File: config.mk
export PLATFORM = sky130hd
export DESIGN_NAME = ddr_app_arbiter
export DESIGN_NICKNAME = d
export VERILOG_FILES = /design/src/rtl/ddr_app_arbiter.sv
export SDC_FILE = /design/constraint.sdc
export NUM_CORES = 1
export LEC_CHECK = 0
export ABC_AREA = 1
export CAP_MARGIN = 40
export CORE_AREA = 2 2 467 469
export DETAILED_ROUTE_END_ITERATION = 7
export DIE_AREA = 0 0 469 471
export SLEW_MARGIN = 20
export SYNTH_ARGS = -nofsm -noshare
export SYNTH_HDL_FRONTEND = slang
export SYNTH_SLANG_ARGS = --single-unit
File: constraint.sdc
create_clock -name ui_clk -period 3 [get_ports ui_clk]
set_input_delay 0.6 -clock ui_clk [delete_from_list [all_inputs] [get_ports ui_clk]]
set_output_delay 0.6 -clock ui_clk [all_outputs]
set_load 0.02 [all_outputs]
File: src/rtl/ddr_app_arbiter.sv
// Shares the MIG 7-series app_* interface between a write requester and a read requester,
// one 256-bit beat per command, with read-outstanding limiting and write anti-starvation.
module ddr_app_arbiter #(
   parameter int ADDR_W     = 28,
   parameter int DATA_W     = 256,
   parameter int MASK_W     = 32,
   parameter int MAX_RD_OUT = 8,
   parameter int WR_STARVE  = 16
) (
   input  logic              ui_clk,
   input  logic              rst_n,
   input  logic              init_calib_complete,
   input  logic              wr_req,
   input  logic [ADDR_W-1:0] wr_addr,
   input  logic [DATA_W-1:0] wr_data,
   input  logic [MASK_W-1:0] wr_mask,
   output logic              wr_ack,
   input  logic              rd_req,
   input  logic [ADDR_W-1:0] rd_addr,
   output logic              rd_ack,
   output logic [DATA_W-1:0] rd_data,
   output logic              rd_valid,
   output logic [ADDR_W-1:0] app_addr,
   output logic [2:0]        app_cmd,
   output logic              app_en,
   input  logic              app_rdy,
   output logic [DATA_W-1:0] app_wdf_data,
   output logic [MASK_W-1:0] app_wdf_mask,
   output logic              app_wdf_wren,
   output logic              app_wdf_end,
   input  logic              app_wdf_rdy,
   input  logic [DATA_W-1:0] app_rd_data,
   input  logic              app_rd_data_valid
);

   localparam int CNT_W = $clog2(MAX_RD_OUT + 1);
   localparam int STV_W = $clog2(WR_STARVE + 1);
   localparam logic [CNT_W-1:0] RD_MAX  = CNT_W'(MAX_RD_OUT);
   localparam logic [CNT_W-1:0] RD_ONE  = CNT_W'(1);
   localparam logic [STV_W-1:0] STV_MAX = STV_W'(WR_STARVE);
   localparam logic [STV_W-1:0] STV_ONE = STV_W'(1);
   localparam logic [2:0]       CMD_WR  = 3'b000;
   localparam logic [2:0]       CMD_RD  = 3'b001;

   typedef enum logic [1:0] {
      IDLE,
      WR,
      RD
   } state_t;

   state_t            state, state_nxt;
   logic [CNT_W-1:0]  rd_out, rd_out_nxt;
   logic [STV_W-1:0]  starve, starve_nxt;
   logic              grant_wr, grant_rd;
   logic              rd_accept, rd_return;

   logic              en_nxt, wren_nxt, wr_ack_nxt, rd_ack_nxt;
   logic [2:0]        cmd_nxt;
   logic [ADDR_W-1:0] addr_nxt;
   logic [DATA_W-1:0] wdata_nxt;
   logic [MASK_W-1:0] wmask_nxt;

   function automatic logic [STV_W-1:0] starve_sat_inc(input logic [STV_W-1:0] cnt);
      return (cnt >= STV_MAX) ? STV_MAX : cnt + STV_ONE;
   endfunction

   // Grant decision: a starved write beats reads, reads beat ordinary writes.
   always_comb begin
      grant_wr = 1'b0;
      grant_rd = 1'b0;
      if (state == IDLE && init_calib_complete) begin
         if (wr_req && starve == STV_MAX)
            grant_wr = 1'b1;
         else if (rd_req && rd_out < RD_MAX)
            grant_rd = 1'b1;
         else if (wr_req)
            grant_wr = 1'b1;
      end
   end

   always_ff @(posedge ui_clk or negedge rst_n) begin
      if (!rst_n)
         state <= IDLE;
      else
         state <= state_nxt;
   end

   always_comb begin
      state_nxt  = state;
      en_nxt     = app_en;
      cmd_nxt    = app_cmd;
      addr_nxt   = app_addr;
      wdata_nxt  = app_wdf_data;
      wmask_nxt  = app_wdf_mask;
      wren_nxt   = app_wdf_wren;
      wr_ack_nxt = 1'b0;
      rd_ack_nxt = 1'b0;
      case (state)
         IDLE: begin
            if (grant_wr) begin
               state_nxt  = WR;
               en_nxt     = 1'b1;
               cmd_nxt    = CMD_WR;
               addr_nxt   = wr_addr;
               wdata_nxt  = wr_data;
               wmask_nxt  = wr_mask;
               wren_nxt   = 1'b1;
               wr_ack_nxt = 1'b1;
            end else if (grant_rd) begin
               state_nxt  = RD;
               en_nxt     = 1'b1;
               cmd_nxt    = CMD_RD;
               addr_nxt   = rd_addr;
               rd_ack_nxt = 1'b1;
            end
         end
         WR: begin
            // Command and write-data handshakes retire independently.
            if (app_en && app_rdy)
               en_nxt = 1'b0;
            if (app_wdf_wren && app_wdf_rdy)
               wren_nxt = 1'b0;
            if (!en_nxt && !wren_nxt)
               state_nxt = IDLE;
         end
         RD: begin
            if (app_rdy) begin
               en_nxt    = 1'b0;
               state_nxt = IDLE;
            end
         end
         default: state_nxt = IDLE;
      endcase
   end

   always_comb begin
      rd_accept  = (state == RD) && app_en && app_rdy;
      rd_return  = app_rd_data_valid && (rd_out != '0);
      rd_out_nxt = rd_out;
      if (rd_accept && !rd_return)
         rd_out_nxt = rd_out + RD_ONE;
      else if (!rd_accept && rd_return)
         rd_out_nxt = rd_out - RD_ONE;

      starve_nxt = starve;
      if (!wr_req || grant_wr)
         starve_nxt = '0;
      else if (grant_rd)
         starve_nxt = starve_sat_inc(starve);
   end

   always_ff @(posedge ui_clk or negedge rst_n) begin
      if (!rst_n) begin
         app_en       <= 1'b0;
         app_cmd      <= '0;
         app_addr     <= '0;
         app_wdf_data <= '0;
         app_wdf_mask <= '0;
         app_wdf_wren <= 1'b0;
         wr_ack       <= 1'b0;
         rd_ack       <= 1'b0;
         rd_out       <= '0;
         starve       <= '0;
      end else begin
         app_en       <= en_nxt;
         app_cmd      <= cmd_nxt;
         app_addr     <= addr_nxt;
         app_wdf_data <= wdata_nxt;
         app_wdf_mask <= wmask_nxt;
         app_wdf_wren <= wren_nxt;
         wr_ack       <= wr_ack_nxt;
         rd_ack       <= rd_ack_nxt;
         rd_out       <= rd_out_nxt;
         starve       <= starve_nxt;
      end
   end

   // Single-beat bursts: every write-data beat is also the last one.
   assign app_wdf_end = app_wdf_wren;

   // Read return stage: one register, no back-pressure toward the MIG.
   always_ff @(posedge ui_clk or negedge rst_n) begin
      if (!rst_n) begin
         rd_valid <= 1'b0;
         rd_data  <= '0;
      end else begin
         rd_valid <= app_rd_data_valid;
         if (app_rd_data_valid)
            rd_data <= app_rd_data;
      end
   end

endmodule
After elaboration in Yosys (flattened, before gate mapping)
Cells that the tools add are included.
{"block": "word_totals", "regBits": 591, "input_bits": 608, "output_inout_bits": 581, "elab_cells": 90}
{"block": "classes", "addsub": 3, "order_cmp": 2, "n_eq_ne": 7, "n_mux": 36, "n_reduce_logical": 29}
{"cell": "2-to-1 mux 28 bit", "count": 2}
{"cell": "2-to-1 mux 1 bit", "count": 20}
{"cell": "2-to-1 mux 5 bit", "count": 3}
{"cell": "logical AND 1 bit", "count": 11}
{"cell": "2-to-1 mux 2 bit", "count": 4}
{"cell": "2-to-1 mux 4 bit", "count": 2}
{"cell": "nonzero test 2 bit", "count": 4}
{"cell": "2-to-1 mux 3 bit", "count": 2}
{"cell": "!= test 2 bit (second input constant)", "count": 3}
{"cell": "one-hot mux 2 bit (3 select lines)", "count": 1}
{"cell": "AND reduction 2 bit", "count": 3}
{"cell": "AND reduction 3 bit", "count": 2}
{"cell": "adder 5 x 1 -> 5 bit (second input constant)", "count": 1}
{"cell": "== test 5 bit (second input constant)", "count": 1}
{"cell": "greater-or-equal comparator 5 bit (second input constant)", "count": 1}
{"cell": "zero test 1 bit", "count": 5}
{"cell": "adder 4 x 1 -> 4 bit (second input constant)", "count": 1}
{"cell": "less-than comparator 4 bit (second input constant)", "count": 1}
{"cell": "nonzero test 4 bit", "count": 1}
{"cell": "subtractor 4 x 1 -> 4 bit (second input constant)", "count": 1}
{"cell": "!= test 3 bit (second input constant)", "count": 1}
{"cell": "one-hot mux 1 bit (3 select lines)", "count": 1}
{"cell": "nonzero test 3 bit", "count": 1}
{"cell": "== test 2 x 1 -> 1 bit (second input constant)", "count": 1}
{"cell": "other kinds (4)", "count": 4}

Logic depth before layout (Yosys ltp)
Gate-level depths: netlist (run 1).
{"block": "logic_depth", "word_depth": 8, "ltp_mapped": 14, "mapped_depth_nobuf": 14}

Least setup slack after synthesis (run 1)
No wires, ideal clock.
{"block": "synth_path", "path_type": "input -> register", "startpoint": "in app_rd_data_valid", "endpoint": "reg rd_out[3]", "setup_ps": 116, "arrival_time_ps": 2306, "t_required_ps": 2884, "setup_slack_ps": 578, "path_stages": 14, "path_buffers": 3, "path_cell_list": "clkbuf_1 > buf_2 > buf_2 > o41ai_1 > ha_1 > inv_1 > ha_1 > nand2_1 > inv_1 > o21ai_0 > a21o_1 > nand2_1 > nand2_1 > nand2_1"}
{"block": "synth_via", "elab_chain_len": 4}
{"item": "start, declared", "line": "33", "source": "input logic app_rd_data_valid"}
{"item": "logical AND 1 bit (*)", "line": "138", "source": "rd_return = app_rd_data_valid && (rd_out != '0);"}
{"item": "zero test 1 bit", "line": "140", "source": "if (rd_accept && !rd_return)"}
{"item": "logical AND 1 bit", "line": "140"}
{"item": "2-to-1 mux 4 bit or nonzero test 2 bit (tied branches)"}
{"item": "end signal, assigned", "line": "173", "source": "rd_out <= rd_out_nxt;"}
{"item": "end, declared", "line": "52", "source": "logic [CNT_W-1:0] rd_out, rd_out_nxt;"}
Mark *: on every way between the ends. The rest lies on a longest branch, timed or not.
A chain may end at the register's enable or synchronous reset.

Worst setup path after layout (run 1)
{"block": "layout_path", "startpoint": "reg app_wdf_data[212]", "endpoint": "out app_wdf_data[212]"}
{"item": "start, declared", "line": "27", "source": "output logic [DATA_W-1:0] app_wdf_data,"}
{"item": "start signal, assigned", "line": "168", "source": "app_wdf_data <= wdata_nxt;"}
No word-level cell between the ends.

==> out/metrics.cfg, run 1 <==
[run_status]
outcome=completed

[placement]
io_buffers=1186
place_hpwl_um=123000
gp_congestion=0.937

[detailed_routing]
first_pass_iters=5
vias=20100
wl_met1_um=46800
wl_per_cell_um=23.6
viasPerCell=3.25
drt_iter0_drc=1098
highest_layer=met5
wl_um=146000
detailroute.wirelength.met3_um=17000
drc=0
routed-wl-met2_um=72100
ant_nets=0

[setup_path]
max_stage_delay_ns=0.90
worst_r2r_path_depth=11
cpLargestDelayFamily=buffers and inverters
cp.required_ns=2.40
cp.depth=1
critPathKind=reg -> out
worstPathArrival_ns=1.97
crit_chain=clkdlybuf4s50_1
start_kind=flop
worst-path-buf-inv=1
critical_path.max_fanout=2
endpoint_kind=output pin
crit_path_top_delay_cell=clkdlybuf4s50_1

[synth]
synth_largest_area_cell=dfrtp_1
synthSimpleGateAreaFrac=0.163
synth_top_area_share=0.659
synthAdderAreaFrac=0.00369
seq_area_frac_synth=0.659
muxShareOfSynthArea=0.129
synth_cell_type_count=24
synthTopCellsByArea=dfrtp_1 (66%), nand2_1 (15%), mux2_2 (13%), buf_2 (1.3%), o21ai_0 (0.76%)
synth_top_family_by_area=simple AND/OR/NAND/NOR gates
synthXorXnorAreaFrac=0.00196
ys_ff_latch=589
yosysWarnings=0
syn_area_per_cell_um2=11.1
syn_inst=2021
synth_compound_area_frac=0.0160
synth_area_mm2=0.0224

[cts]
cts_tree=built
postCtsSetupBuffers=0
clock_sinks=589
cts_max_level=3
ctsHoldBuffers=1
root_buffer=clkbuf_16
clkTransAtPathRegs_ns=0.06
clock_latency_ns=0.71
clockBufferDepth=3
post_cts_resized=0
cts_made_buffers=76

[global_route]
antenna_found_initial=145
overflow=0
grt_pass1_vias=20700
grt_pass1_wl_um=187000
grt_max_degree=117
grt_usage=0.127

[pwr]
power_density_mw_per_mm2=907
ir_worst_vdd_mv=0.547
fin_total_pwr_mw=36.9
p_leak_nw=17.2

[sta]
period_needed_ns=2.57
hold_viol=0
rsz0062_at_grt=false
worst_slew_pin_slew_ns=0.787
fmax_mhz=390
slew_violations=0
clock_skew_ns=0.0354
holdWs_ns=0.356
fin_crit_sh=0.855
setup_violations=0
fin_tns_setup_ns=0
slew_headroom=0.475

[finish]
nNetsFinal=3852
drive_above_1_share=0.134
layout_common_cells=clkdlybuf4s50_1 (1,184), nand2_1 (922), dfrtp_1 (589)
final_common_cell=clkdlybuf4s50_1
num-fill-cells=23700
syn_to_final_growth_pct=81.7

[die]
die_w_um=469
num_io_pins=1189
design.die.area_mm2=0.221
start_util=0.104
core.rowCount=171
fp.coreArea_mm2=0.216
die_height_um=471

[hold_path]
hold_class=in -> reg
holdPathStages=2

[run]
maxCapViolCount=0

[cell usage after synthesis, drive strengths merged]
cell type  count
nand4          1
mux2         256
fa             1
buf           83
conb           1
xor2           2
a21o           1
clkbuf        24
a21oi         33
dfrtp        589
o22ai          1
xnor2          3
nand3          7
ha             5
inv           18
nand2        924
o41ai          1
o21ai         34
nor2          37
[per-stage QoR]
step,util,area (um2),instances,setup slack [ns]
2_1_floorplan,-,22400,2022,0.578
3_3_place_gp,0.176,38000,6013,0.292
3_5_place_dp,0.176,38000,6013,0.300
4_1_cts,0.188,40500,6152,0.286
5_1_grt,0.188,40600,6180,0.341
6_report,0.188,40700,6201,0.435
[per-layer routing]
metal,up-vias,global-route usage
met5,-,0
met4,84,0.0819
met3,356,0.0610
met2,1168,0.221
met1,9603,0.118
li1,8930,-
[area by class of cell]
| cell class | count | area [um2] | area share |
|---|---|---|---|
| diodes | 49 | 123 | 0.00302 |
| multi-input cells | 1308 | 7050 | 0.173 |
| clock inverters | 32 | 427 | 0.0105 |
| well taps | 2854 | 3570 | 0.0878 |
| flip-flops and latches | 589 | 14700 | 0.362 |
| inverters | 18 | 75.1 | 0.00185 |
| clock buffers | 106 | 2150 | 0.0528 |
| repair buffers | 1245 | 12500 | 0.308 |
[flip-flops by register name (all words and copies together), names as in the netlist]
signal and flops:
state 2, app_addr 28, app_en 1, app_cmd 1, rd_valid 1, starve 5
rd_data 256, rd_ack 1, rd_out 4, wr_ack 1, app_wdf_data 256, app_wdf_mask 32
app_wdf_end 1
[final timing paths]
path	start	end	slack, ns
hold reg to reg	app_wdf_data[37]$_DFFE_PN0P_	app_wdf_data[37]$_DFFE_PN0P_	0.48
setup reg to reg	rd_out[3]$_DFFE_PN0P_	rd_out[3]$_DFFE_PN0P_	0.64
min in group asynchronous	rst_n	app_wdf_data[76]$_DFFE_PN0P_	0.55
setup / recovery	app_wdf_data[212]$_DFFE_PN0P_	app_wdf_data[212]	0.43
hold / removal	app_rd_data_valid	rd_valid$_DFF_PN0_	0.36
max in group asynchronous	rst_n	rd_data[222]$_DFFE_PN0P_	1.53
[where the power goes]
part / internal (mW) / total [mW] / switching, mW
clock: 5.58 / 9.58 / 4.00
sequential: 10.6 / 12.4 / 1.86
combinational: 6.54 / 14.9 / 8.33
[kinds of logic (layout without fill, tap and decap cells)]
logic type	after synthesis	count (layout)
other	1	51
and+or+nand+nor	969	969
AOI/OAI and AO/OA	70	70
adders and majority gates	6	6
buffers and inverters	125	1401
xor gates and xnor gates	5	5
DFF	589	589
muxes	256	256
Note: power is estimated with default switching activity, not from simulation.
==> inputs of run 2 (changes only) <==
--- a/config.mk
+++ b/config.mk
@@ -6,7 +6,7 @@
 export NUM_CORES = 1
 export LEC_CHECK = 0
 export ABC_AREA = 1
-export CAP_MARGIN = 40
+export CAP_MARGIN = 10
 export CORE_AREA = 2 2 467 469
 export DETAILED_ROUTE_END_ITERATION = 7
 export DIE_AREA = 0 0 469 471
==> results of run 2 <==
Final layout, timing and power as in run 1 (identical DEF).
